$ cat src/rtl/taillight_pkg.sv
// taillight_pkg
// Shared types and constants for the taillight bus decoder.
//   - PAT_* : six-lamp patterns {l7,l6,l5,l2,l1,l0}, bit 5 = l7
//   - lamp_class_t : classification of one lamp sample
//   - dec_state_t  : decoder FSM states
//   - mode_t       : externally visible signalling mode
// Helper functions map a lamp class onto the state it implies and a
// state onto the mode reported for it.
package taillight_pkg;

    localparam logic [5:0] PAT_OFF = 6'b000000;
    localparam logic [5:0] PAT_L1  = 6'b001000;
    localparam logic [5:0] PAT_L2  = 6'b011000;
    localparam logic [5:0] PAT_L3  = 6'b111000;
    localparam logic [5:0] PAT_R1  = 6'b000100;
    localparam logic [5:0] PAT_R2  = 6'b000110;
    localparam logic [5:0] PAT_R3  = 6'b000111;
    localparam logic [5:0] PAT_ALL = 6'b111111;

    typedef enum logic [3:0] {
        C_OFF, C_L1, C_L2, C_L3, C_R1, C_R2, C_R3, C_ALL, C_BAD
    } lamp_class_t;

    typedef enum logic [3:0] {
        S_IDLE, S_L1, S_L2, S_L3, S_R1, S_R2, S_R3, S_HAZ, S_BAD
    } dec_state_t;

    typedef enum logic [2:0] {
        M_IDLE   = 3'd0,
        M_LEFT   = 3'd1,
        M_RIGHT  = 3'd2,
        M_HAZARD = 3'd3,
        M_BAD    = 3'd4
    } mode_t;

    // State a sample of this class resynchronises the decoder to.
    function automatic dec_state_t state_for_class(lamp_class_t c);
        dec_state_t s;
        case (c)
            C_OFF:   s = S_IDLE;
            C_L1:    s = S_L1;
            C_L2:    s = S_L2;
            C_L3:    s = S_L3;
            C_R1:    s = S_R1;
            C_R2:    s = S_R2;
            C_R3:    s = S_R3;
            C_ALL:   s = S_HAZ;
            default: s = S_BAD;
        endcase
        return s;
    endfunction

    function automatic mode_t mode_for_state(dec_state_t s);
        mode_t m;
        case (s)
            S_L1, S_L2, S_L3: m = M_LEFT;
            S_R1, S_R2, S_R3: m = M_RIGHT;
            S_HAZ:            m = M_HAZARD;
            S_BAD:            m = M_BAD;
            default:          m = M_IDLE;
        endcase
        return m;
    endfunction

endpackage

$ cat src/rtl/taillight_decoder_classify.sv
// lamp_classify
// Purely combinational: maps one six-lamp sample onto its lamp class.
// Any pattern that is not one of the eight legal shapes is C_BAD.
//   lamps      in  6  {l7,l6,l5,l2,l1,l0}
//   lamp_class out    lamp_class_t
module lamp_classify
    import taillight_pkg::*;
(
    input  logic [5:0]  lamps,
    output lamp_class_t lamp_class
);

    always_comb begin
        case (lamps)
            PAT_OFF: lamp_class = C_OFF;
            PAT_L1:  lamp_class = C_L1;
            PAT_L2:  lamp_class = C_L2;
            PAT_L3:  lamp_class = C_L3;
            PAT_R1:  lamp_class = C_R1;
            PAT_R2:  lamp_class = C_R2;
            PAT_R3:  lamp_class = C_R3;
            PAT_ALL: lamp_class = C_ALL;
            default: lamp_class = C_BAD;
        endcase
    end

endmodule

$ cat src/rtl/taillight_decoder.sv
// taillight_decoder
// Observes the six-lamp taillight bus, recovers the signalling mode,
// checks sequence legality and counts completed left/right sweeps.
//   clk        in  1      system clock, posedge
//   rst        in  1      asynchronous active-high reset
//   lamps      in  6      {l7,l6,l5,l2,l1,l0}
//   mode       out mode_t idle / left / right / hazard / bad
//   sweep_done out 1      pulse when L3/R3 legally follows L2/R2
//   seq_err    out 1      pulse on illegal pattern or transition
//   left_cnt   out CNT_W  completed left sweeps (saturating)
//   right_cnt  out CNT_W  completed right sweeps (saturating)
//   err_cnt    out CNT_W  seq_err events (saturating)
// Build option: define TAILLIGHT_DEC_SYNC_EN to put a 2-flop
// synchroniser in front of the sample register (latency N+3 instead
// of N+1). Decoding is identical in both builds.
module taillight_decoder
    import taillight_pkg::*;
#(
    parameter int CNT_W       = 8,
    parameter int HAZ_OFF_MAX = 4
) (
    input  logic             clk,
    input  logic             rst,
    input  logic [5:0]       lamps,
    output mode_t            mode,
    output logic             sweep_done,
    output logic             seq_err,
    output logic [CNT_W-1:0] left_cnt,
    output logic [CNT_W-1:0] right_cnt,
    output logic [CNT_W-1:0] err_cnt
);

    localparam logic [3:0]       HAZ_LIMIT = 4'(HAZ_OFF_MAX);
    localparam logic [CNT_W-1:0] CNT_MAX   = {CNT_W{1'b1}};
    localparam logic [CNT_W-1:0] CNT_ONE   = CNT_W'(1);

    logic [5:0]  lamp_q;
    lamp_class_t cls;
    dec_state_t  state, next_state;
    logic [3:0]  off_run, off_run_next;
    logic        legal, sweep_left, sweep_right;
    mode_t       mode_next;

`ifdef TAILLIGHT_DEC_SYNC_EN
    logic [5:0] sync_1, sync_2;

    // Two synchroniser flops ahead of the sample register for lamps
    // arriving from an unrelated board clock domain.
    always_ff @(posedge clk or posedge rst) begin
        if (rst) begin
            sync_1 <= '0;
            sync_2 <= '0;
            lamp_q <= '0;
        end else begin
            sync_1 <= lamps;
            sync_2 <= sync_1;
            lamp_q <= sync_2;
        end
    end
`else
    always_ff @(posedge clk or posedge rst) begin
        if (rst) lamp_q <= '0;
        else     lamp_q <= lamps;
    end
`endif

    lamp_classify u_classify (
        .lamps      (lamp_q),
        .lamp_class (cls)
    );

    // State register plus the hazard off-run counter.
    always_ff @(posedge clk or posedge rst) begin
        if (rst) begin
            state   <= S_IDLE;
            off_run <= '0;
        end else begin
            state   <= next_state;
            off_run <= off_run_next;
        end
    end

    // Next-state logic. Priority: ALL always wins (hazard overrides a
    // turn), then S_BAD waits for OFF, then a bad pattern, then the
    // hazard off-run, then repeats, then the sweep transition table.
    // An illegal transition still resynchronises to the state implied
    // by the new sample.
    always_comb begin
        next_state   = state;
        off_run_next = '0;
        legal        = 1'b1;
        sweep_left   = 1'b0;
        sweep_right  = 1'b0;
        if (cls == C_ALL) begin
            next_state = S_HAZ;
        end else if (state == S_BAD) begin
            if (cls == C_OFF) next_state = S_IDLE;
        end else if (cls == C_BAD) begin
            next_state = S_BAD;
            legal      = 1'b0;
        end else if (state == S_HAZ && cls == C_OFF) begin
            if (off_run + 4'd1 >= HAZ_LIMIT) next_state = S_IDLE;
            else                             off_run_next = off_run + 4'd1;
        end else if (state_for_class(cls) != state) begin
            next_state = state_for_class(cls);
            case (state)
                S_IDLE: legal = (cls == C_L1) || (cls == C_R1);
                S_L1:   legal = (cls == C_L2);
                S_L2: begin
                    legal      = (cls == C_L3);
                    sweep_left = (cls == C_L3);
                end
                S_L3:   legal = (cls == C_OFF) || (cls == C_L1);
                S_R1:   legal = (cls == C_R2);
                S_R2: begin
                    legal       = (cls == C_R3);
                    sweep_right = (cls == C_R3);
                end
                S_R3:   legal = (cls == C_OFF) || (cls == C_R1);
                default: legal = 1'b0;
            endcase
        end
    end

    // Mode reported for the state being entered.
    always_comb begin
        mode_next = mode_for_state(next_state);
    end

    // Registered outputs and saturating counters.
    always_ff @(posedge clk or posedge rst) begin
        if (rst) begin
            mode       <= M_IDLE;
            sweep_done <= 1'b0;
            seq_err    <= 1'b0;
            left_cnt   <= '0;
            right_cnt  <= '0;
            err_cnt    <= '0;
        end else begin
            mode       <= mode_next;
            sweep_done <= sweep_left | sweep_right;
            seq_err    <= ~legal;
            if (sweep_left && left_cnt != CNT_MAX)   left_cnt  <= left_cnt + CNT_ONE;
            if (sweep_right && right_cnt != CNT_MAX) right_cnt <= right_cnt + CNT_ONE;
            if (!legal && err_cnt != CNT_MAX)        err_cnt   <= err_cnt + CNT_ONE;
        end
    end

endmodule

$ cat config.mk
export PLATFORM = sky130hd
export DESIGN_NAME = taillight_decoder
export DESIGN_NICKNAME = d
export VERILOG_FILES = /design/src/rtl/taillight_pkg.sv /design/src/rtl/taillight_decoder_classify.sv /design/src/rtl/taillight_decoder.sv
export SDC_FILE = /design/constraint.sdc
export NUM_CORES = 1
export LEC_CHECK = 0
export BUFFER_PORTS_ARGS = -buffer_cell sky130_fd_sc_hd__buf_2
export CAP_MARGIN = 15
export CELL_PAD_IN_SITES_DETAIL_PLACEMENT = 0
export CELL_PAD_IN_SITES_GLOBAL_PLACEMENT = 2
export CORE_UTILIZATION = 35
export CTS_CLUSTER_DIAMETER = 100
export DETAILED_ROUTE_END_ITERATION = 8
export MAX_ROUTING_LAYER = met4
export PLACE_DENSITY_LB_ADDON = 0.05
export SLEW_MARGIN = 10
export SYNTH_ARGS = -nofsm -noshare
export SYNTH_HDL_FRONTEND = slang
export SYNTH_SLANG_ARGS = --single-unit
$ cat constraint.sdc
create_clock -name clk -period 3.3 [get_ports clk]
set_clock_uncertainty 0.05 [all_clocks]
set_input_delay 0.165 -clock clk [delete_from_list [all_inputs] [get_ports clk]]
set_output_delay 0.165 -clock clk [all_outputs]
set_load 0.02 [all_outputs]
==> results of run 1 <==
## cell usage in the layout (no fill, tap or decap), drive strengths merged, types with 3 or more instances in the layout
cell type / n
a21oi: 6
xnor2: 17
and4: 3
nor2: 11
nand3: 9
nand4: 8
nand2: 22
xor2: 6
nor4: 5
dlygate4sd3: 7
and2: 4
ha: 4
nand2b: 3
inv: 6
a31oi: 3
nor3: 6
o21ai: 7
or2: 3
and3: 13
buf: 39
dfrtp: 43
mux2: 5
clkbuf: 7
## worst max-delay path: cells and delay by family, from the launching register on
kind	cells	cell delay [ps]
flip-flops	1	460
AND/OR/NAND/NOR	3	1020
AO/OA/AOI/OAI	3	660
multiplexers	2	630
## worst max-delay path by stage
stage / slack, ps / startpoint / endpoint
floorplan: 570 / lamp_q[2]$_DFF_PP0_ / err_cnt[1]$_DFFE_PP0P_
global placement: 440 / lamp_q[2]$_DFF_PP0_ / err_cnt[1]$_DFFE_PP0P_
detailed placement: 380 / lamp_q[2]$_DFF_PP0_ / err_cnt[1]$_DFFE_PP0P_
CTS: 360 / lamp_q[2]$_DFF_PP0_ / err_cnt[1]$_DFFE_PP0P_
global route: 210 / lamp_q[2]$_DFF_PP0_ / err_cnt[6]$_DFFE_PP0P_
finish: 350 / lamp_q[2]$_DFF_PP0_ / err_cnt[1]$_DFFE_PP0P_
## synthesized netlist by cell type, types with 6 or more instances
master   instances  share of area (%)
nand3_1          9                2.0
nor2_1          11                1.9
o21ai_0          6                1.4
xor2_1           6                2.4
inv_1            6                1.0
xnor2_1         17                6.8
nand4_1          8                2.3
and3_1          13                3.7
dfrtp_1         43                 49
nand2_1         22                3.8
## layer usage
| layer | global-route usage [%] | part of all wire, % | vias up |
|---|---|---|---|
| li1 | - | - | 830 |
| met1 | 21.4 | 48 | 797 |
| met2 | 24.9 | 48 | 30 |
| met3 | 3.48 | 3.6 | 2 |
| met4 | 5.71 | 0.61 | 0 |
| met5 | - | 0 | - |
## metrics by stage
| stage | utilization, % | area (µm²) | setup slack, ps | power, mW | cells |
|---|---|---|---|---|---|
| floorplan | - | 2200 | 571 | 0.748 | 212 |
| global placement | 40.4 | 2420 | 443 | 0.803 | 315 |
| detailed placement | 40.4 | 2420 | 378 | 0.807 | 315 |
| CTS | 43.1 | 2580 | 363 | 1.19 | 329 |
| global route | 43.8 | 2620 | 206 | 1.24 | 331 |
| finish | 43.8 | 2620 | 355 | 1.17 | 331 |
## state kept, by name, indices dropped and copies added, names as in the netlist
name        count
err_cnt         8
right_cnt       8
state           4
lamp_q          6
seq_err         1
off_run         4
mode            3
left_cnt        8
sweep_done      1
## cell type report
type / count / area, µm²
well taps: 75 / 93.8
inverters: 6 / 22.5
multi-input cells: 153 / 1030
flip-flops and latches: 43 / 1080
clock inverters: 1 / 7.51
fillers: 588 / 3370
repair buffers: 46 / 293
clock buffers: 7 / 96.3
## power groups by stage
stage	registers, mW	clock network (mW)	logic (mW)
after global routing	0.622	0.408	0.212
after global placement	0.620	0	0.183
after detailed placement	0.623	0	0.184
after floorplan	0.648	0	0.0995
final	0.612	0.367	0.193
after CTS	0.612	0.385	0.190
## cell families (layout without fill, tap and decap cells)
group,Yosys count,count (layout),synth area share [%]
multiplexers,5,5,2.73
buffers and inverters,16,60,4.32
adder cells (fa/ha/maj),4,4,2.27
flip-flops,43,43,48.9
AND/OR/NAND/NOR,95,95,23.9
AO/OA/AOI/OAI,24,24,8.58
XOR/XNOR,23,23,9.15
other,1,2,0.170
==> results.py, run 1 <==
metrics = {
    "detailed_routing": {
        "routed_wl_mm": 4.75,
        "avgViaCountPerCell": 5.01,
        "drtIter0Drc": 105,
        "wl_per_cell_um": 14.4,
        "vias": 1659,
        "first_pass_iters": 4,
        "drc_errors": 0,
        "antenna_left": 0,
    },
    "sta": {
        "slew_headroom_pct": 49.1,
        "slew_violations": 0,
        "worst_pin_slew_ps": 756,
        "hold_slack_ps": 404,
        "period_needed_ps": 2950,
        "tns_ps": 0,
        "finalHoldViolCount": 0,
        "rsz0062_at_grt": "no",
        "period_share_pct": 89.2,
        "fmax_mhz": 340,
        "finalSetupViolCount": 0,
    },
    "floorplan": {
        "fp.dieArea_um2": 6610,
        "core_um2": 5990,
        "placementRows": 28,
        "die_height_um": 81.3,
        "num_io_pins": 37,
        "die_w_um": 81.3,
        "start_util_pct": 36.7,
    },
    "global_route": {
        "track_usage_pct": 16.4,
        "grt_pass1_vias": 1591,
        "antenna_found_initial": 0,
        "grt_pass1_wl_mm": 7.85,
        "grt_max_degree": 28,
        "grt-ovfl-total": 0,
    },
    "critical_path": {
        "crit_required_ps": 3430,
        "arrival_ps": 3070,
        "reg2reg_depth": 8,
        "r2r_start": "lamp_q[2]$_DFF_PP0_",
        "rrSetupSlack_ps": 350,
        "cp-end-kind": "flip-flop",
        "path_cells": "or3_1, a21oi_2, or2_1, mux2_1, o32a_1, a31o_1, and2_4, mux2_4",
        "critical_path_class": "flip-flop to flip-flop",
        "worstReg2RegEnd": "err_cnt[1]$_DFFE_PP0P_",
        "cp_slowest_cell": "or3_1",
        "cpPeakStageDelay_ps": 560,
        "start_kind": "flip-flop",
        "cp_max_fo": 9,
    },
    "clock_network": {
        "cts.path.max_buffers": 2,
        "h-tree-depth": 2,
        "cts_setup_buffers": 0,
        "clock_latency_ps": 290,
        "tritoncts.num_buffers": 5,
        "clock-sinks": 43,
        "cts_root_buf": "clkbuf_8",
        "clkTransAtPathRegs_ps": 80,
        "cts_resized": 0,
        "ctsHoldBuffers": 6,
        "cts_tree": "done",
    },
    "synthesis": {
        "syn_avg_cell_area_um2": 10.4,
        "synthArstFlopShare_pct": 100,
        "ys_ff_latch": 43,
        "ys_types": 46,
        "synth_ff_type": "dfrtp_1",
        "synth_edf_count": 0,
        "synth_cells": 211,
        "yosysWarnings": 0,
        "syn-cell-area_um2": 2200,
        "ys_seq_area_share_pct": 48.9,
    },
    "placed_design": {
        "gp_congestion": 0.824,
        "port_buffers": 36,
        "hpwl_mm": 3.47,
    },
    "final_layout": {
        "drive_gt1_share_pct": 22.7,
        "final_nets": 267,
        "area_growth_pct": 19.2,
        "antenna_cells_inserted": 0,
    },
    "power": {
        "power.internal_mw": 0.839,
        "vdd.ir_drop.worst_v": 0.000331,
        "p_seq_share_pct": 52.2,
        "clkPwrFrac_pct": 31.3,
        "power-per-cell-area_nw_per_um2": 447,
        "p_leak_nw": 1.27,
        "pwr-share-comb_pct": 16.4,
        "netSwitchingFraction_pct": 28.4,
        "p_switching_mw": 0.333,
    },
    "status": {
        "status": "finished, final reports clean",
    },
    "run": {
        "max_cap_viol_count": 0,
    },
    "worst_hold_path": {
        "hold_path_class": "input port to asynchronous set/reset pin",
    },
}
(Power assumes the default switching activity.)
==> inputs of run 2 (changes only) <==
--- a/config.mk
+++ b/config.mk
@@ -5,7 +5,7 @@
 export SDC_FILE = /design/constraint.sdc
 export NUM_CORES = 1
 export LEC_CHECK = 0
-export BUFFER_PORTS_ARGS = -buffer_cell sky130_fd_sc_hd__buf_2
+export BUFFER_PORTS_ARGS = -buffer_cell sky130_fd_sc_hd__buf_4
 export CAP_MARGIN = 15
 export CELL_PAD_IN_SITES_DETAIL_PLACEMENT = 0
 export CELL_PAD_IN_SITES_GLOBAL_PLACEMENT = 2
==> run 2 against run 1 <==
Final cell count shrank 0.30%. Power increased by 1.8%. Clock power about the same. Global-route usage fell by 0.30 points. Sequential power hardly changed. Routed wire length is 0.53% lower. Sequential share of layout area is 0.96 points lower. Design area rose by 2.4%. Largest cell class unchanged. Largest power group unchanged. Highest routed layer unchanged.
==> results.py, run 2 (synthesized netlist as in run 1, its figures left out) <==
metrics = {
    "status": {
        "status": "finished, final reports clean",
    },
    "placed_design": {
        "placed_area_um2": 2510,
        "gp_congestion": 0.835,
        "port_buffers": 36,
        "hpwl_mm": 3.33,
        "dp_cells": 315,
    },
    "global_route": {
        "grt-ovfl-total": 0,
        "grt_max_degree": 44,
        "grt_pass1_wl_mm": 7.69,
        "grt_pass1_vias": 1620,
        "track_usage_pct": 16.1,
        "antenna_found_initial": 0,
    },
    "floorplan": {
        "placementRows": 28,
        "core_um2": 5990,
        "die_w_um": 81.3,
        "fp.dieArea_um2": 6610,
        "num_io_pins": 37,
        "die_height_um": 81.3,
        "start_util_pct": 36.7,
    },
    "sta": {
        "worst_pin_slew_ps": 804,
        "period_needed_ps": 2930,
        "rsz0062_at_grt": "no",
        "hold_slack_ps": 419,
        "slew_headroom_pct": 45.9,
        "fmax_mhz": 341,
        "finalSetupViolCount": 0,
        "finalHoldViolCount": 0,
        "slew_violations": 0,
        "period_share_pct": 88.8,
        "tns_ps": 0,
    },
    "clock_network": {
        "clkTransAtPathRegs_ps": 80,
        "clock_latency_ps": 290,
        "cts_tree": "done",
        "ctsHoldBuffers": 7,
        "tritoncts.num_buffers": 5,
        "cts.path.max_buffers": 2,
        "clock-sinks": 43,
        "cts_root_buf": "clkbuf_8",
        "h-tree-depth": 2,
        "cts_setup_buffers": 0,
        "cts_resized": 0,
    },
    "worst_hold_path": {
        "hold_path_class": "flip-flop to flip-flop",
    },
    "detailed_routing": {
        "drtIter0Drc": 85,
        "vias": 1703,
        "antenna_left": 0,
        "routed_wl_mm": 4.73,
        "wl_per_cell_um": 14.3,
        "avgViaCountPerCell": 5.16,
        "drc_errors": 0,
        "first_pass_iters": 4,
    },
    "critical_path": {
        "setup.worst_path.start": "lamp_q[2]$_DFF_PP0_",
        "r2r_start": "lamp_q[2]$_DFF_PP0_",
        "arrival_ps": 3060,
        "crit_required_ps": 3430,
        "cp-end-kind": "flip-flop",
        "crit_end": "err_cnt[1]$_DFFE_PP0P_",
        "critical_path_class": "flip-flop to flip-flop",
        "rrSetupSlack_ps": 370,
        "worstReg2RegEnd": "err_cnt[1]$_DFFE_PP0P_",
        "cp_max_fo": 9,
        "reg2reg_depth": 8,
        "start_kind": "flip-flop",
    },
    "final_layout": {
        "stdcell_area_um2": 2690,
        "drive_gt1_share_pct": 22.4,
        "final_common_cell": "dfrtp_1",
        "area_growth_pct": 22.0,
        "instances_no_fill": 330,
        "antenna_cells_inserted": 0,
        "final_nets": 266,
        "largest_registers": "err_cnt: 8 flops, left_cnt: 8 flops, right_cnt: 8 flops",
        "final_cell_mix": "dfrtp_1 (43), buf_4 (38), nand2_1 (22), xnor2_1 (17), and3_1 (13)",
    },
    "power": {
        "p_leak_nw": 1.26,
        "power-per-cell-area_nw_per_um2": 445,
        "vdd.ir_drop.worst_v": 0.000281,
    },
    "run": {
        "max_cap_viol_count": 0,
    },
}
-- run 2: per-layer routing --
| metal | global-route usage (%) | wire length, µm | up-vias |
|---|---|---|---|
| met2 | 25.1 | 2280 | 41 |
| met4 | 5.89 | 60 | 0 |
| met5 | - | 0 | - |
| li1 | - | - | 827 |
| met1 | 20.4 | 2230 | 826 |
| met3 | 3.37 | 164 | 9 |
-- run 2: worst max-delay path: stages, from the launching register on --
cell and delay [ps]:
dfrtp_1 470, or3_1 560, a21oi_2 250, or2_1 260
mux2_1 340, o32a_1 150, a31o_1 260, and2_4 180
mux2_4 280
-- run 2: power breakdown --
group | switching (mW) | internal [mW] | leakage (nW)
clock | 0.179 | 0.190 | 0.0505
sequential | 0.0491 | 0.564 | 0.563
combinational | 0.110 | 0.101 | 0.651
-- run 2: how the worst min path moves through the flow --
stage                    startpoint              endpoint  depth (start not counted)
2_1_floorplan              lamps[0]   lamp_q[0]$_DFF_PP0_                          0
3_3_place_gp               lamps[5]   lamp_q[5]$_DFF_PP0_                          1
3_5_place_dp               lamps[4]   lamp_q[4]$_DFF_PP0_                          1
4_1_cts        off_run[0]$_DFF_PP0_  off_run[0]$_DFF_PP0_                          1
5_1_grt        off_run[0]$_DFF_PP0_  off_run[0]$_DFF_PP0_                          1
6_report       off_run[0]$_DFF_PP0_  off_run[0]$_DFF_PP0_                          1
-- run 2: final cells by class --
class	instances	area (µm²)
fillers	546	3310
flip-flops and latches	43	1080
multi-input cells	153	1030
repair buffers	45	355
clock buffers	7	96.3
well taps	75	93.8
inverters	6	22.5
clock inverters	1	7.51
-- run 2: metrics by stage --
step	utilization, %	power, mW	setup WS [ps]
5_1_grt	44.8	1.27	176
3_3_place_gp	41.9	0.824	443
2_1_floorplan	-	0.748	571
6_report	44.8	1.19	368
3_5_place_dp	41.9	0.829	388
4_1_cts	44.8	1.21	354
==> inputs of run 3 (changes only) <==
--- a/config.mk
+++ b/config.mk
@@ -9,11 +9,12 @@
 export CAP_MARGIN = 15
 export CELL_PAD_IN_SITES_DETAIL_PLACEMENT = 0
 export CELL_PAD_IN_SITES_GLOBAL_PLACEMENT = 2
-export CORE_UTILIZATION = 35
+export CORE_UTILIZATION = 38
 export CTS_CLUSTER_DIAMETER = 100
 export DETAILED_ROUTE_END_ITERATION = 8
 export MAX_ROUTING_LAYER = met4
 export PLACE_DENSITY_LB_ADDON = 0.05
+export RECOVER_POWER = 100
 export SLEW_MARGIN = 10
 export SYNTH_ARGS = -nofsm -noshare
 export SYNTH_HDL_FRONTEND = slang
==> constraint.sdc (replaced) <==
create_clock -name clk -period 3.5 [get_ports clk]
set_clock_uncertainty 0.05 [all_clocks]
set_input_delay 0.175 -clock clk [delete_from_list [all_inputs] [get_ports clk]]
set_output_delay 0.175 -clock clk [all_outputs]
set_load 0.02 [all_outputs]
==> run 3 against run 2 <==
Largest cell class unchanged. Clock power increased by 10%. Die area decreased by 7.7%. Clock-buffer cell count down 1. Global-route usage rose by 1.4 points. The run now ends with capacitance limit, slew limit left. Final cell count fell by 1.2%. Combinational power shrank 23%. Sequential share of layout area increased by 1.9 points. Critical path type unchanged. Highest routed layer unchanged.
==> results.py, run 3 (synthesized netlist as in run 1, its figures left out) <==
metrics = {
    "clock_network": {
        "clkTransAtPathRegs_ps": 80,
        "clock_latency_ps": 290,
        "h-tree-depth": 2,
        "cts_root_buf": "clkbuf_8",
        "cts_tree": "done",
        "clock-sinks": 43,
        "tritoncts.num_buffers": 5,
        "cts.path.max_buffers": 2,
    },
    "global_route": {
        "grt_pass1_wl_mm": 8.07,
        "antenna_found_initial": 0,
        "grt_pass1_vias": 1706,
        "grt_max_degree": 44,
        "track_usage_pct": 17.5,
        "grt-ovfl-total": 0,
    },
    "critical_path": {
        "cp-end-kind": "flip-flop",
        "cpMostUsedCell": "mux2_1",
        "arrival_ps": 3170,
        "cpPeakStageDelay_ps": 550,
        "cp_max_fo": 9,
        "crit_required_ps": 3630,
        "critPathBufInv": 0,
        "cp_slowest_cell": "or3_1",
        "critical_path_class": "flip-flop to flip-flop",
        "cp_top_family": "simple AND/OR/NAND/NOR gates",
        "path_cells": "or3_1, a21oi_2, or2_0, mux2_1, o32a_1, a31o_1, and2_4, mux2_1",
        "start_kind": "flip-flop",
    },
    "floorplan": {
        "die_w_um": 78.1,
        "start_util_pct": 39.7,
        "die_height_um": 78.1,
        "num_io_pins": 37,
        "fp.dieArea_um2": 6100,
        "placementRows": 27,
        "core_um2": 5540,
    },
    "power": {
        "p_switching_mw": 0.319,
        "pwr-share-comb_pct": 14.2,
        "p_seq_share_pct": 50.4,
        "power-per-cell-area_nw_per_um2": 448,
        "power.internal_mw": 0.830,
        "p_leak_nw": 1.13,
        "netSwitchingFraction_pct": 27.8,
        "clkPwrFrac_pct": 35.3,
        "vdd.ir_drop.worst_v": 0.000376,
    },
    "worst_hold_path": {
        "hold_path_class": "flip-flop to flip-flop",
    },
    "placed_design": {
        "gp_congestion": 0.818,
        "placed_area_um2": 2500,
        "hpwl_mm": 3.30,
        "port_buffers": 36,
    },
    "status": {
        "violations": "capacitance limit, slew limit",
        "status": "complete, but fails checks",
    },
    "run": {
        "max_cap_viol_count": 1,
    },
    "final_layout": {
        "stdcell_area_um2": 2570,
        "area_growth_pct": 16.6,
        "fill_cells": 576,
        "final_nets": 265,
        "antenna_cells_inserted": 0,
        "drive_gt1_share_pct": 9.06,
        "regArea_um2": 1080,
        "final_cell_mix": "dfrtp_1 (43), clkbuf_1 (30), nand2_1 (22), xnor2_1 (17), and3_1 (13)",
        "largest_registers": "err_cnt: 8 flops, left_cnt: 8 flops, right_cnt: 8 flops",
        "final_common_cell": "dfrtp_1",
        "multiInputGateArea_um2": 1020,
    },
    "sta": {
        "slew_violations": 44,
        "tns_ps": 0,
        "slew_headroom_pct": -52.6,
        "worst_pin_slew_ps": 2290,
        "finalSetupViolCount": 0,
        "finalHoldViolCount": 0,
        "period_needed_ps": 3040,
        "period_share_pct": 87.0,
        "rsz0062_at_grt": "no",
        "fmax_mhz": 329,
    },
    "detailed_routing": {
        "routed_wl_mm": 4.53,
        "vias": 1683,
        "drc_errors": 0,
        "avgViaCountPerCell": 5.16,
        "wl_per_cell_um": 13.9,
        "first_pass_iters": 5,
        "drtIter0Drc": 116,
        "antenna_left": 0,
    },
}
## run 3: cell count changes in the layout (fill, tap and decap cells not counted), sizes merged
cell / delta
bufinv: +1
clkinvlp: -1
inv: +1
clkbuf: +36
buf: -38
## run 3: power by group through the flow
stage / clock network (mW) / logic [mW] / registers (mW)
global route: 0.449 / 0.180 / 0.587
finish: 0.406 / 0.164 / 0.579
global placement: 0 / 0.189 / 0.587
detailed placement: 0 / 0.192 / 0.588
CTS: 0.421 / 0.199 / 0.581
floorplan: 0 / 0.0938 / 0.611
## run 3: cell type report
type,count,share of cell area (%)
Multi-Input combinational cell,153,39.8
Clock inverter,2,1.51
Sequential cell,43,41.9
Clock buffer,6,3.22
Timing Repair Buffer,44,9.17
Tap cell,72,3.51
Inverter,6,0.878
## run 3: path summary, 6_finish.rpt
path / from / end / slack [ps] / cells after the start
setup / recovery: lamp_q[2]$_DFF_PP0_ / err_cnt[1]$_DFFE_PP0P_ / 460 / 8
hold / removal: off_run[0]$_DFF_PP0_ / off_run[0]$_DFF_PP0_ / 420 / 1
setup reg to reg: lamp_q[2]$_DFF_PP0_ / err_cnt[1]$_DFFE_PP0P_ / 460 / 8
hold reg to reg: off_run[0]$_DFF_PP0_ / off_run[0]$_DFF_PP0_ / 420 / 1
max in group asynchronous: rst / lamp_q[0]$_DFF_PP0_ / 860 / 4
min in group asynchronous: rst / right_cnt[5]$_DFFE_PP0P_ / 1250 / 4
## run 3: layer usage
layer  GRT usage, %  vias to the layer above  share of wire (%)
met5              -                        -                  0
met4           6.11                        0                1.3
met3           3.49                        7                3.2
met2           27.7                       35                 48
met1           22.3                      810                 47
li1               -                      831                  -
## run 3: metrics by stage
step | cells | setup WS [ps] | hold WS [ps] | power (mW) | utilization, %
floorplan | 212 | 771 | 156 | 0.705 | -
global placement | 311 | 656 | 234 | 0.776 | 45.1
detailed placement | 311 | 600 | 236 | 0.780 | 45.1
CTS | 326 | 584 | 425 | 1.20 | 48.6
global route | 326 | 216 | 446 | 1.22 | 46.3
finish | 326 | 457 | 417 | 1.15 | 46.3
## run 3: timing repair
item | 4_1_cts | 5_1_grt
setup buffers | 0 | 0
endpoints found under the hold margin | 49 | 0
resized for setup | 0 | 0
hold buffers | 7 | 0
## run 3: worst reg2reg max path, delay by kind of cell (launching register included)
family / cells / cell delay (ps)
compound gates: 3 / 640
simple gates: 3 / 1090
mux: 2 / 680
flops: 1 / 460
